`src/rtl/pipeline_stall_controller.sv`:
```
// Stall/flush/halt sequencer for a 5-stage pipeline: drives PC and IF/ID enables, IF/ID flush and ID/EX bubble.
// Optional hazard-stall performance counter enabled by defining STALL_PERF_CNT_EN.
module pipeline_stall_controller #(
    parameter int STALL_CYCLES = 1,   // 1..7
    parameter int FLUSH_CYCLES = 2,   // 1..3
    parameter int CNT_W        = 16
) (
    input  logic             clk,
    input  logic             rst_n,
    input  logic             hazard,
    input  logic             branch_taken,
    input  logic             halt,
    output logic             pc_we,
    output logic             ifid_we,
    output logic             ifid_flush,
    output logic             idex_bubble,
    output logic             busy
`ifdef STALL_PERF_CNT_EN
    ,
    output logic [CNT_W-1:0] stall_count
`endif
);

    typedef enum logic [1:0] {RUN, STALL, FLUSH, HALT} state_t;

    // The entry cycle is spent in RUN, so the counter covers the remaining cycles minus one.
    localparam logic [2:0] STALL_INIT = 3'((STALL_CYCLES > 1) ? STALL_CYCLES - 2 : 0);
    localparam logic [2:0] FLUSH_INIT = 3'((FLUSH_CYCLES > 1) ? FLUSH_CYCLES - 2 : 0);

    state_t     state_q, state_d;
    logic [2:0] cnt_q, cnt_d;
    logic       hz_bubble;

    always_ff @(posedge clk or negedge rst_n) begin
        if (!rst_n) begin
            state_q <= RUN;
            cnt_q   <= 3'd0;
        end else begin
            state_q <= state_d;
            cnt_q   <= cnt_d;
        end
    end

    always_comb begin
        state_d     = state_q;
        cnt_d       = cnt_q;
        pc_we       = 1'b1;
        ifid_we     = 1'b1;
        ifid_flush  = 1'b0;
        idex_bubble = 1'b0;
        hz_bubble   = 1'b0;
        case (state_q)
            RUN: begin
                if (branch_taken) begin
                    ifid_flush  = 1'b1;
                    idex_bubble = 1'b1;
                    if (FLUSH_CYCLES > 1) begin
                        state_d = FLUSH;
                        cnt_d   = FLUSH_INIT;
                    end
                end else if (hazard) begin
                    pc_we       = 1'b0;
                    ifid_we     = 1'b0;
                    idex_bubble = 1'b1;
                    hz_bubble   = 1'b1;
                    if (STALL_CYCLES > 1) begin
                        state_d = STALL;
                        cnt_d   = STALL_INIT;
                    end
                end else if (halt) begin
                    pc_we       = 1'b0;
                    ifid_we     = 1'b0;
                    idex_bubble = 1'b1;
                    state_d     = HALT;
                end
            end
            STALL: begin
                pc_we       = 1'b0;
                ifid_we     = 1'b0;
                idex_bubble = 1'b1;
                hz_bubble   = 1'b1;
                if (cnt_q == 3'd0) state_d = RUN;
                else               cnt_d   = cnt_q - 3'd1;
            end
            FLUSH: begin
                ifid_flush  = 1'b1;
                idex_bubble = 1'b1;
                if (cnt_q == 3'd0) state_d = RUN;
                else               cnt_d   = cnt_q - 3'd1;
            end
            HALT: begin
                pc_we       = 1'b0;
                ifid_we     = 1'b0;
                idex_bubble = 1'b1;
            end
            default: state_d = RUN;
        endcase
        // Reset holds the pipeline front end frozen with NOPs in flight.
        if (!rst_n) begin
            pc_we       = 1'b0;
            ifid_we     = 1'b0;
            ifid_flush  = 1'b1;
            idex_bubble = 1'b1;
            hz_bubble   = 1'b0;
        end
    end

    assign busy = (state_q != RUN);

`ifdef STALL_PERF_CNT_EN
    logic [CNT_W-1:0] stall_cnt_q;

    always_ff @(posedge clk or negedge rst_n) begin
        if (!rst_n)
            stall_cnt_q <= '0;
        else if (hz_bubble && (stall_cnt_q != {CNT_W{1'b1}}))
            stall_cnt_q <= stall_cnt_q + CNT_W'(1);
    end

    assign stall_count = stall_cnt_q;
`endif

endmodule

```
`config.mk`:
```
export PLATFORM = sky130hd
export DESIGN_NAME = pipeline_stall_controller
export DESIGN_NICKNAME = d
export VERILOG_FILES = /design/src/rtl/pipeline_stall_controller.sv
export SDC_FILE = /design/constraint.sdc
export NUM_CORES = 1
export LEC_CHECK = 0
export ABC_AREA = 1
export BUFFER_PORTS_ARGS = -buffer_cell sky130_fd_sc_hd__buf_2
export CAP_MARGIN = 15
export CORE_AREA = 3 3 40 42
export CTS_CLUSTER_DIAMETER = 200
export CTS_CLUSTER_SIZE = 40
export DETAILED_ROUTE_END_ITERATION = 16
export DIE_AREA = 0 0 43 45
export GPL_TIMING_DRIVEN = 0
export PLACE_DENSITY = 0.56
export SLEW_MARGIN = 20
export SYNTH_ARGS = -nofsm -noshare
export SYNTH_HDL_FRONTEND = slang
export SYNTH_SLANG_ARGS = --single-unit
```
`constraint.sdc`:
```
create_clock -name clk -period 1.75 [get_ports clk]
set_input_delay 0.35 -clock clk [delete_from_list [all_inputs] [get_ports clk]]
set_output_delay 0.35 -clock clk [all_outputs]
set_load 0.02 [all_outputs]
```
==> results.md <==
* First-pass GRT wire length at roughly 1700 µm
* Sequential cell fraction of total power at between 10% and 20%
* EDFF count, synth at 0
* Internal reg-to-reg setup slack at 0.35 ns
* Final Slew Violations at 0
* Routed vias/inst at between 4 and 5
* Syn avg cell area at 7.92 µm²
* Cell Pwr Density at just under 2000 mW/mm²
* DRT Wirelength at 1040 µm
* Gr ovfl total at 0
* DR WL/cell at about 11 µm
* Clock Tree Buf Depth at 2
* Initial Utilization at a little over a third
* Die H at around 45 µm
* Worst Setup EP: pc_we
* Core area at 0.00128 mm²
* Max-slew headroom at around 83%
* Yosys warns at 0
* Worst-path fanout max at 3
* Critical path class: reg -> out
* DRC at 0
* Post-synth top area share at ~28%
* Slew of the pin with the lowest slew margin at 0.248 ns
* Clock power share at around a tenth
* Largest area contributor in the netlist: dfrtp_1
* Most common cell in the netlist: nand2_1
* Peak supply drop at 717 µV
* Netlist cell types at 17
* Proportion of layout cells with a drive suffix above 1 at about half
* Total GRT Usage at between 10% and 20%
* HP Class: in -> reg
* Layout fillers at about 110
* Int Pwr at ~760 µW
* Fin crit period at 1.75 ns
* Clock sink count at 5
* Num CTS Buffers at 3
* Psw at 588 µW
* Initial DRT Pass Iterations at 2
* Sw Share at between 40% and 50%
* Worst-path clk slew at roughly 0.040 ns
* Number of diodes at 0
* Max-Cap Viols at 0
* Final setup viols at 0
* Status: completed
* CP required at approximately 1.4 ns
* Synth async-reset ratio at between 90% and 100%
* Vias after detailed routing at ~420
* Clk_lat worst skew at around 0.24 ns
* Final setup TNS at 0 ns
* Hold Vio Cnt, Final at 0
* DRC marker count from the first detailed-route iteration at 6
* Worst R2R End: state_q[1]
* Root Buffer Master: clkbuf_4
* Synth top area cells: dfrtp_1, ha_1, nand2_1
* Hpwl dp at ~640 µm
* Nets@finish at 95
* Final ANT Viol Nets at 0
* Register bit total from synthesis at 5
* Placer Congestion at 0.714
* Period Utilization, post-route at approximately 100%
* Die Span X at 43 µm
* Crit path arrival time at between 1 and 1.5 ns
* Commonest cells post-synth: nand2_1, ha_1, nor2_1
* Ports at 10
* Synth-to-Final Area Change at 53.7%
* Worst hold margin at around 0.47 ns
* Seq/Total Area, Yosys at ~28%
* Vias in the first global route at 423
* CTS tree: yes
* Synth Flop Type: dfrtp_1
* RSZ-0062 raised after global routing: yes
* # H-tree levels at 1
* Pleak at approximately 0.00035 µW
* Cell Area, Synth at about 450 µm²
* Setup crit start: state_q[1]
* Fmax at between 500 and 600 MHz
* # port buffers at 9
* Startpoint types: flop
* Row Count at 13
* Largest net degree at the start of global routing at 7
* Gate power share at roughly 75%
* Full die area at ~0.0019 mm²
* Worst-case reg-to-reg path depth at 10
* Worst setup EP type: output pin
* Synthesized instance count at 57
* Clock skew at around 0.0036 ns
* Initial antenna violation count at 0
* Post-synth net total at 71
* Reg2reg start: state_q[0]
cells by family after synthesis:
kind of cell    after synthesis  synth area share (%)
compound gates                6                  6.65
simple gates                 28                  32.4
fa+ha+maj                     9                  24.9
buf+inv                       9                  8.31
flops                         5                  27.7
cell usage in the layout (no fill, tap or decap), drive strengths merged:
cell type | netlist | routed
a21oi | 1 | 1
buf | 1 | 19
clkbuf | 0 | 4
dfrtp | 5 | 5
dlygate4sd3 | 0 | 1
ha | 9 | 9
inv | 8 | 8
nand2 | 13 | 13
nand3 | 2 | 2
nand3b | 1 | 1
nand4 | 3 | 3
nor2 | 7 | 7
o21ai | 5 | 5
or2 | 2 | 2
through the flow:
step	util, %	power [µW]	cell area (µm²)	instances	setup WS (ns)
2_1_floorplan	-	727	454	57	0.0596
3_3_place_gp	40.3	861	518	81	-0.0520
3_5_place_dp	40.3	872	518	81	-0.0405
4_1_cts	49.5	1200	636	93	-0.000283
5_1_grt	54.0	1490	694	95	-0.0875
6_report	54.0	1340	694	95	0.00300
critical path, stage by stage, from the launching register on:
cell and delay, ns:
dfrtp_2 0.39, inv_4 0.06, ha_2 0.17, nor2_2 0.14
o21ai_2 0.07, nor2_2 0.12, buf_4 0.12, buf_6 0.10
repair_timing:
item,in CTS,in global routing
pin swaps,3,7
endpoints found under the setup margin,4,4
endpoints found under the hold margin,5,0
resized for setup,10,14
hold buffers,1,0
buffers inserted,7,2
metal layers:
metal | vias to the layer above | global-route usage [%] | routed length (µm)
met3 | 4 | 5.98 | 75
li1 | 225 | - | -
met2 | 11 | 20.1 | 518
met1 | 184 | 11.7 | 412
met4 | 0 | 7.23 | 31
met5 | - | 0 | 0
power by group through the flow:
stage          sequential, µW  clock [µW]  combinational, µW
3_5_place_dp              214           0                658
6_report                  211         128               1000
2_1_floorplan             206           0                521
3_3_place_gp              213           0                649
4_1_cts                   206         136                861
5_1_grt                   217         155               1120
state kept, by name, indices dropped and copies added (netlist names):
register	cells
state_q	2
cnt_q	3
worst min-delay path by stage:
stage	from	to	slack, ns	depth (start not counted)
after floorplan	rst_n	cnt_q[0]	0.05	0
after global placement	rst_n	cnt_q[2]	0.19	1
after detailed placement	rst_n	cnt_q[2]	0.19	1
after CTS	branch_taken	state_q[0]	0.45	4
after global routing	branch_taken	state_q[0]	0.46	4
final	branch_taken	state_q[0]	0.47	4
area by class of cell:
class	instances	area, µm²	area share (%)
Timing Repair Buffer	19	151	21.8
Buffer	1	7.51	1.08
Clock buffer	4	26.3	3.78
Multi-Input combinational cell	43	332	47.7
Sequential cell	5	126	18.2
Inverter	8	32.5	4.68
Tap cell	15	18.8	2.70
(Power assumes the default switching activity.)
